## src/rtl/mips_reg_file.sv

```systemverilog
// rtl/mips_reg_file.sv - 32-entry MIPS register file with sequential clear sweep and write-first bypass
module mips_reg_file #(
    parameter int DATA_W   = 32,
    parameter int ADDR_W   = 5,
    parameter int NUM_REGS = 2 ** ADDR_W
) (
    input  logic              clk,
    input  logic              reset,
    input  logic              we,
    input  logic [ADDR_W-1:0] waddr,
    input  logic [DATA_W-1:0] wdata,
    input  logic [ADDR_W-1:0] raddr1,
    input  logic [ADDR_W-1:0] raddr2,
    output logic [DATA_W-1:0] rdata1,
    output logic [DATA_W-1:0] rdata2,
    output logic              ready
);

    localparam logic [0:0] ST_CLEAR = 1'b0;
    localparam logic [0:0] ST_RUN   = 1'b1;

    localparam logic [ADDR_W:0] CNT_LAST = (ADDR_W + 1)'(NUM_REGS - 1);
    localparam logic [ADDR_W:0] CNT_ONE  = (ADDR_W + 1)'(1);

    logic [0:0]        state;
    logic [ADDR_W:0]   clr_cnt;
    logic [DATA_W-1:0] regs [NUM_REGS];

    always_ff @(posedge clk) begin
        if (reset) begin
            state   <= ST_CLEAR;
            clr_cnt <= '0;
            ready   <= 1'b0;
        end else if (state == ST_CLEAR) begin
            clr_cnt <= clr_cnt + CNT_ONE;
            if (clr_cnt == CNT_LAST) begin
                state <= ST_RUN;
                ready <= 1'b1;
            end
        end
    end

    // Storage has no reset so it can map onto RAM; the sweep zeroes it instead.
    always_ff @(posedge clk) begin
        if (!reset) begin
            if (state == ST_CLEAR) begin
                regs[clr_cnt[ADDR_W-1:0]] <= '0;
            end else if (we && (waddr != '0)) begin
                regs[waddr] <= wdata;
            end
        end
    end

    always_comb begin
        rdata1 = '0;
        if (ready && (raddr1 != '0)) begin
            if (we && (waddr == raddr1)) begin
                rdata1 = wdata;
            end else begin
                rdata1 = regs[raddr1];
            end
        end
    end

    always_comb begin
        rdata2 = '0;
        if (ready && (raddr2 != '0)) begin
            if (we && (waddr == raddr2)) begin
                rdata2 = wdata;
            end else begin
                rdata2 = regs[raddr2];
            end
        end
    end

endmodule

```

## config.mk

```make
export PLATFORM = sky130hd
export DESIGN_NAME = mips_reg_file
export DESIGN_NICKNAME = d
export VERILOG_FILES = /design/src/rtl/mips_reg_file.sv
export SDC_FILE = /design/constraint.sdc
export NUM_CORES = 1
export LEC_CHECK = 0
export CAP_MARGIN = 10
export CORE_MARGIN = 3
export CORE_UTILIZATION = 55
export CTS_BUF_LIST = sky130_fd_sc_hd__clkbuf_8
export DETAILED_ROUTE_END_ITERATION = 6
export GPL_ROUTABILITY_DRIVEN = 0
export GPL_TIMING_DRIVEN = 0
export PLACE_DENSITY = 0.75
export REMOVE_ABC_BUFFERS = 1
export SLEW_MARGIN = 40
export SYNTH_ARGS = -nofsm -noshare
export SYNTH_HDL_FRONTEND = slang
export SYNTH_SLANG_ARGS = --single-unit
```

## constraint.sdc

```tcl
create_clock -name clk -period 5 [get_ports clk]
set_clock_uncertainty 0.15 [all_clocks]
set_input_delay 1 -clock clk [delete_from_list [all_inputs] [get_ports clk]]
set_output_delay 1 -clock clk [all_outputs]
set_load 0.02 [all_outputs]
```

-- Word level (Yosys, flattened, before mapping)
Memory sizes are Yosys's and may differ from the RTL's.
Cells that the tools add are included.
Widths: inputs -> output; s select.
- add/sub/neg operators: 1
- eq/ne operators: 3
- multiplexer cells: 16
- bitwise operators: 1
- reductions and logical operators: 10
- operators with widths (cell ; number):
    $mux 32 ; 5
    $reduce_or 32->1 ; 1
    $reduce_bool 5->1 ; 3
    $eq 5x5->1 ; 2
    $mux 1 ; 10
    $add 6x1->6 const B ; 1
    $eq 6x5->1 const B ; 1
    $logic_and 1x1->1 ; 5
    $mux 5 ; 1
    $reduce_and 2->1 ; 1
    $not 1->1 ; 1
- bits in registers: 8
- RAM bits: 1024
- input port bits: 50
- word-level logic and storage cells: 35
- memories kept: 1
- memories (memory ; words ; width ; read ports ; clocked after Yosys merged registers in ; write ports ; line ; source):
    regs ; 32 ; 32 ; 2 ; 0 ; 1 ; 27 ; logic [DATA_W-1:0] regs [NUM_REGS];

-- Longest topological paths before layout
Gate-level depths: netlist (run 1).
- depth after elaboration: 8
- depth in mapped cells: 9
- mapped depth without buffers: 5

-- Worst setup path after synthesis (run 1)
No wires, ideal clock.
- kind: input to register
- start point: in waddr[2]
- end point: mem regs[29][0] (enable)
- library setup time: 0.461 ns
- data arrival time: 4.592 ns
- data required time: 4.389 ns
- slack: -0.203 ns
- cell stages on the path: 7
- buffers on the path: 2
- path through: buf_2 -> nor4_2 -> a2111oi_4 -> buf_6 -> mux2i_1 -> nand2_1 -> nor3_1
- word-level cells in the longest chain between the ends: 8
- elaborated cells on any way between the ends: 9
- those cells by class: 6 x mux; 3 x reduce/logical
- RTL lines (element ; line ; source):
    start, declared ; 10 ; input logic [ADDR_W-1:0] waddr,
    $reduce_bool 5->1 ; 48 ; end else if (we && (waddr != '0)) begin
    $logic_and 1x1->1 ; 48 ;
    $mux 1 ; 48 ;
    $mux 1 ; 46 ; if (state == ST_CLEAR) begin
    $mux 1 ; 45 ; if (!reset) begin
    $mux 1 (implied by the code) ; 49 ; regs[waddr] <= wdata;
    $reduce_or 32->1 (no source line) ; -- ;
    $mux 5 (no source line) or $mux 1 (tied branches) ; -- ;
    end, declared ; 27 ;
Parallel ways exist; a longest one is shown, timed or not.

-- Final worst setup path (run 1)
- start point: in raddr2[4]
- end point: out rdata2[6]
- word-level cells in the longest chain between the ends: 4
- elaborated cells on any way between the ends: 7
- those cells by class: 1 x eq/ne; 2 x mux; 3 x reduce/logical; 1 x memory
- RTL lines (element ; line ; source):
    start, declared ; 13 ; input logic [ADDR_W-1:0] raddr2,
    branches (longest 3 deep; another with $mem_v2 32x32) ; -- ;
    $mux 32 (*) ; 67 ; if (ready && (raddr2 != '0)) begin
    end, declared ; 15 ; output logic [DATA_W-1:0] rdata2,
Every way passes the cells marked *.

==> results of run 1 <==
[worst min-delay path, cell delays in order, from the launching register on]
cell and delay [ns]:
dfxtp_1 0.34, xnor2_1 0.08, nor2_1 0.07
[per-layer routing]
| metal | global-route usage [%] | part of all wire (%) | up-vias |
|---|---|---|---|
| met1 | 41.38 | 34 | 16140 |
| met5 | 0 | 0.0086 | - |
| met4 | 17.39 | 5.8 | 2 |
| met3 | 7.597 | 12 | 606 |
| li1 | - | - | 12462 |
| met2 | 51.34 | 48 | 2712 |
[timing repair]
action / CTS / global route
endpoints found under the setup margin: 64 / 48
buffers inserted: 18 / 2
pin swaps: 6 / 3
gates resized for setup: 47 / 31
endpoints found under the hold margin: 0 / 0
gates cloned: 21 / 2
[area by class of cell]
class | count | area (sq um) | share of cell area (%)
sequential | 1032 | 30910 | 53.50
timing repair buffer | 323 | 5045 | 8.732
antenna | 4 | 10.01 | 0.01732
clock buffer | 163 | 2243 | 3.883
inverter | 9 | 70.07 | 0.1213
clock inverter | 130 | 747.0 | 1.293
multi-input combinational | 1508 | 17310 | 29.95
tap | 1155 | 1445 | 2.501
[state kept, by name, indices dropped and copies added (netlist names)]
| signal | flops |
|---|---|
| clr_cnt | 6 |
| ready | 1 |
| state | 1 |
| regs | 1024 |
[power breakdown]
group | internal (mW) | switching [mW]
combinational | 0.672 | 0.819
sequential | 9.43 | 0.0281
clock | 3.30 | 3.44
[synth_stat cells (all sizes together) (35+ instances only)]
library cell / number
nand2: 54
mux2i: 265
buf: 134
a22oi: 95
nand3: 35
mux2: 66
nor2: 107
a221o: 62
clkbuf: 102
o21ai: 95
mux4: 355
a221oi: 126
edfxtp: 1024
[stage by stage]
stage / setup slack, ns / utilization, %
final: 0.02537 / 65.98
after global routing: -0.005609 / 65.98
after CTS: -0.05599 / 65.78
after detailed placement: -0.8104 / 61.29
after global placement: -23.93 / 57.51
after floorplan: -0.5061 / -
[path summary, 6_finish.rpt]
kind | endpoint | depth (start not counted) | slack [ns]
hold reg to reg | clr_cnt[5] | 2 | 0.38
setup reg to reg | regs[31][12] | 11 | 0.55
hold / removal | clr_cnt[5] | 2 | 0.38
setup / recovery | rdata2[6] | 8 | 0.03
[logic make-up (layout without fill, tap and decap cells)]
| family | after synthesis | count (layout) | synth area share [%] |
|---|---|---|---|
| flops | 1032 | 1032 | 63.07 |
| mux | 686 | 686 | 23.25 |
| compound gates | 513 | 513 | 7.938 |
| simple gates | 293 | 293 | 2.859 |
| buf+inv | 245 | 625 | 2.586 |
| xor+xnor | 15 | 15 | 0.2681 |
| fa+ha+maj | 1 | 1 | 0.02553 |
| other cells | 0 | 4 | 0 |
==> key figures, run 1 <==
Routing
  • Per-cell routed wire length: 34.96 um
  • Antenna Nets Post-Route: 0
  • WL final: 151100 um
  • Via count: 31922
  • First-pass DRT Iterations: 7
  • Vias per inst: 7.383
  • DRT iter0 DRCs: 4530
  • DRC viols: 2

Yosys
  • Synthesized cell area: 49010 sq um
  • Post-synth EDFFs: 1024
  • Cells after synthesis: 2785
  • Top FF cell, synth: edfxtp_1
  • Synth Warn #: 0
  • Synth Register Bits: 1032
  • Post-Syn Area per Cell: 17.60 sq um
  • Asr flop ratio synth: 0%
  • Post-synthesis sequential area ratio: 63.07%
  • Synth cell types: 51
  • Area leader, netlist: edfxtp_1
  • Yosys top cell area share: 62.75%
  • Top post-synthesis cells by area: edfxtp_1, mux4_2, mux2i_1, a221oi_1, mux2_2

Critical path
  • Critical Path Most Common Cell: buf_16
  • Critical path class: input pin to output pin
  • Slowest CP cell: clkdlybuf4s50_1
  • Critical path's largest stage delay: 0.62 ns
  • CP delay by family, top: buffers and inverters
  • Critical-path maximum fanout: 30
  • Worst path required time: 3.85 ns
  • CP endpoint kind: output pin
  • RR Startpoint: state
  • Critical Path Source: raddr2[4]
  • Worst Path Buf+Inv: 4
  • Critical path launch point type: input pin
  • CP arrival: 3.82 ns
  • CP Cell Sequence: buf_8 > buf_16 > nor2b_4 > buf_16 > nand2_1 > a31oi_1 > a221o_1 > clkdlybuf4s50_1

Hold path
  • HP Class: flip-flop to flip-flop
  • HP Start: clr_cnt[5]

Global route
  • Initial antenna violation count: 5
  • Gr ovfl total: 0
  • Largest net degree at the start of global routing: 61
  • Vias in the first global route: 32972
  • First-pass GRT wire length: 218500 um
  • Global-route usage over all layers: 32.21%

Place
  • Area after DPL: 53670 sq um
  • Dpl cells: 3986
  • PortBufs: 114
  • Hpwl dp: 93320 um

Floorplanning
  • Die Span Y: 304.5 um
  • Die area: 92720 sq um
  • Horiz. Die Dim: 304.5 um
  • Num ports: 115
  • Core ar.: 87560 sq um
  • Initial Util: 55.97%
  • Site row count: 108

Timing
  • Min Tclk post-route: 4.975 ns
  • FMAX: 201.0 MHz
  • Worst slew margin: 48.57%
  • Endpoints failing setup: 0
  • Hold Slack: 0.3764 ns
  • Setup TNS: 0 ns
  • Worst slew pin tran: 0.7715 ns
  • Final Max Tran Viols: 0
  • Hold Fails Final Rpt: 0
  • Final period util: 99.49%

Power
  • Pwr Density: 306.0 nW/um^2
  • Tot Pwr: 17.68 mW
  • Max IR drop VDD: 289.8 uV
  • Cell leakage power: 20.81 nW

Run status
  • Failing checks: DRC
  • Status: finished, violations left

Layout
  • Layout cell share with drive strength beyond 1: 29.70%
  • # fillers: 5616
  • Final net count: 3086
  • Layout Area Growth over Synthesis: 17.89%
  • Commonest cells after routing, fill and taps aside: edfxtp_1, mux4_2, mux2i_1
  • Commonest non-fill, non-tap cell in the layout: edfxtp_1
  • Final std cells w/o fill: 4324
  • Design area: 57780 sq um

Clocking
  • Worst-path clk slew: 0.06 ns
  • TritonCTS buffer count: 161
  • Root buffer cell: clkbuf_8
  • CTS tree: done
  • H-Tree Depth: 4
  • Number of clock sinks: 1032
  • CTS max path bufs: 3
  • Clk_lat worst skew: 0.83 ns
  • CTS Hold Bufs: 0

Run
  • Max-cap check violation count: 0
(Power assumes the default switching activity.)
==> run 2: changes to the inputs <==
--- a/config.mk
+++ b/config.mk
@@ -6,13 +6,15 @@
 export NUM_CORES = 1
 export LEC_CHECK = 0
 export CAP_MARGIN = 10
+export CELL_PAD_IN_SITES_DETAIL_PLACEMENT = 1
+export CELL_PAD_IN_SITES_GLOBAL_PLACEMENT = 1
 export CORE_MARGIN = 3
-export CORE_UTILIZATION = 55
+export CORE_UTILIZATION = 51
 export CTS_BUF_LIST = sky130_fd_sc_hd__clkbuf_8
 export DETAILED_ROUTE_END_ITERATION = 6
 export GPL_ROUTABILITY_DRIVEN = 0
 export GPL_TIMING_DRIVEN = 0
-export PLACE_DENSITY = 0.75
+export PLACE_DENSITY_LB_ADDON = 0.1
 export REMOVE_ABC_BUFFERS = 1
 export SLEW_MARGIN = 40
 export SYNTH_ARGS = -nofsm -noshare
==> key figures, run 2 (same netlist as run 1, synthesis figures left out) <==
Timing
  • Final period util: 100.1%
  • Worst slew pin tran: 0.7618 ns
  • FMAX: 199.8 MHz
  • Final worst slack: -0.005792 ns
  • Min Tclk post-route: 5.006 ns
  • Setup TNS: -0.005792 ns
  • Final Max Tran Viols: 0
  • Endpoints failing setup: 1
  • Worst slew margin: 48.94%
  • Hold Fails Final Rpt: 0

Layout
  • Largest regs: regs: 1024 flops, clr_cnt: 6 flops
  • Commonest cells after routing, fill and taps aside: edfxtp_1, mux4_2, mux2i_1
  • Biggest register: regs
  • Layout cell share with drive strength beyond 1: 30.82%
  • Final net count: 3125
  • # fillers: 8092
  • Final core occ: 61.82%
  • Commonest non-fill, non-tap cell in the layout: edfxtp_1
  • Multi-input gate area in the final layout: 17310 sq um
  • Layout Area Growth over Synthesis: 20.04%
  • Reg area: 30910 sq um
  • Max FFs per register: 1024

Critical path
  • Worst path required time: 3.85 ns
  • CP endpoint kind: output pin
  • Critical path launch point type: input pin
  • CP arrival: 3.86 ns
  • Critical-path maximum fanout: 25
  • Critical path class: input pin to output pin

Run
  • Max-cap check violation count: 0

Power
  • Pwr Density: 305.9 nW/um^2
  • Max IR drop VDD: 237.5 uV
  • Int Pwr: 13.54 mW
  • Sw frac: 24.77%
  • Net Sw Power: 4.457 mW
  • Clk network pwr share: 38.6%
  • Combinational fraction of design power: 8.9%
  • Sequential Power Share: 52.5%
  • Cell leakage power: 20.99 nW

Routing
  • Per-cell routed wire length: 38.71 um
  • Vias per inst: 7.248
  • Antenna Nets Post-Route: 0
  • First-pass DRT Iterations: 5
  • DRT iter0 DRCs: 4198
  • Via count: 32443
  • WL final: 173300 um
  • DRC viols: 0

Hold path
  • HP Class: flip-flop to flip-flop

Global route
  • First-pass GRT wire length: 246000 um
  • Initial antenna violation count: 4
  • Global-route usage over all layers: 34.88%
  • Largest net degree at the start of global routing: 51
  • Gr ovfl total: 0
  • Vias in the first global route: 34186

Floorplanning
  • Die Span Y: 316.0 um
  • Die area: 99850 sq um
  • Initial Util: 51.50%
  • Num ports: 115
  • Horiz. Die Dim: 316.0 um
  • Site row count: 113
  • Core ar.: 95150 sq um

Clocking
  • CTS Hold Bufs: 0
  • Root buffer cell: clkbuf_8
  • CTS max path bufs: 3
  • TritonCTS buffer count: 172
  • Worst-path clk slew: 0.06 ns
  • Number of clock sinks: 1032
  • H-Tree Depth: 4
  • Clk_lat worst skew: 0.83 ns
  • CTS tree: done

Run status
  • Failing checks: setup timing
  • Status: finished, violations left

Place
  • Hpwl dp: 107300 um
  • PortBufs: 114
## run 2: what timing repair did
item,4_1_cts,5_1_grt
pin swaps,7,2
resized for setup,39,31
gates cloned,26,2
buffers inserted,18,7
endpoints found under the setup margin,64,41
## run 2: worst max-delay path, stage by stage
cell           delay [ns]
buf_16               0.17
buf_16               0.19
buf_16               0.19
nor2b_4              0.17
buf_16               0.17
buf_8                0.18
buf_16               0.17
a221oi_1             0.47
a22oi_1              0.18
a21oi_1              0.28
a221o_1              0.25
dlygate4sd2_1        0.36
## run 2: cell type report
type,count,area share (%)
Antenna cell,2,0.008508
Inverter,9,0.09571
Multi-Input combinational cell,1508,29.42
Sequential cell,1032,52.54
Clock buffer,173,4.048
Clock inverter,136,1.191
Timing Repair Buffer,351,10.00
Tap cell,1265,2.691
## run 2: layer usage
layer / share of wire [%] / GRT usage (%) / vias to the layer above
li1: - / - / 12530
met1: 36 / 45.05 / 17205
met2: 49 / 57.34 / 2170
met3: 9.3 / 7.046 / 536
met4: 5.2 / 16.07 / 2
met5: 0.0052 / 0 / -
## run 2: path summary, 6_finish.rpt
path / from / end / slack, ns / cells past startpoint
setup / recovery: raddr1[1] / rdata1[8] / -0.006 / 12
hold / removal: clr_cnt[5] / clr_cnt[5] / 0.37 / 2
setup reg to reg: state / regs[29][6] / 1.01 / 10
hold reg to reg: clr_cnt[5] / clr_cnt[5] / 0.37 / 2
## run 2: power groups by stage
stage               Combinational (mW)  Clock (mW)  Sequential, mW
floorplan                        0.626           0            9.62
global placement                  1.90           0            9.64
detailed placement                1.41           0            9.63
CTS                               1.56        7.00            9.45
global route                      1.65        7.44            9.45
finish                            1.59        6.94            9.45
## run 2: stage by stage
| stage | hold slack [ns] | cells | setup WS (ns) | cell area (sq um) | total power [mW] |
|---|---|---|---|---|---|
| 6_report | 0.3732 | 4476 | -0.005792 | 58830 | 17.99 |
| 5_1_grt | 0.4312 | 4476 | -0.03104 | 58830 | 18.54 |
| 4_1_cts | 0.3842 | 4466 | 0.001031 | 58600 | 18.01 |
| 3_5_place_dp | 0.3666 | 4113 | -0.9567 | 54390 | 11.04 |
| 3_3_place_gp | 0.3570 | 3928 | -25.77 | 50500 | 11.54 |
| 2_1_floorplan | 0.3351 | 2549 | -0.5061 | 47770 | 10.25 |
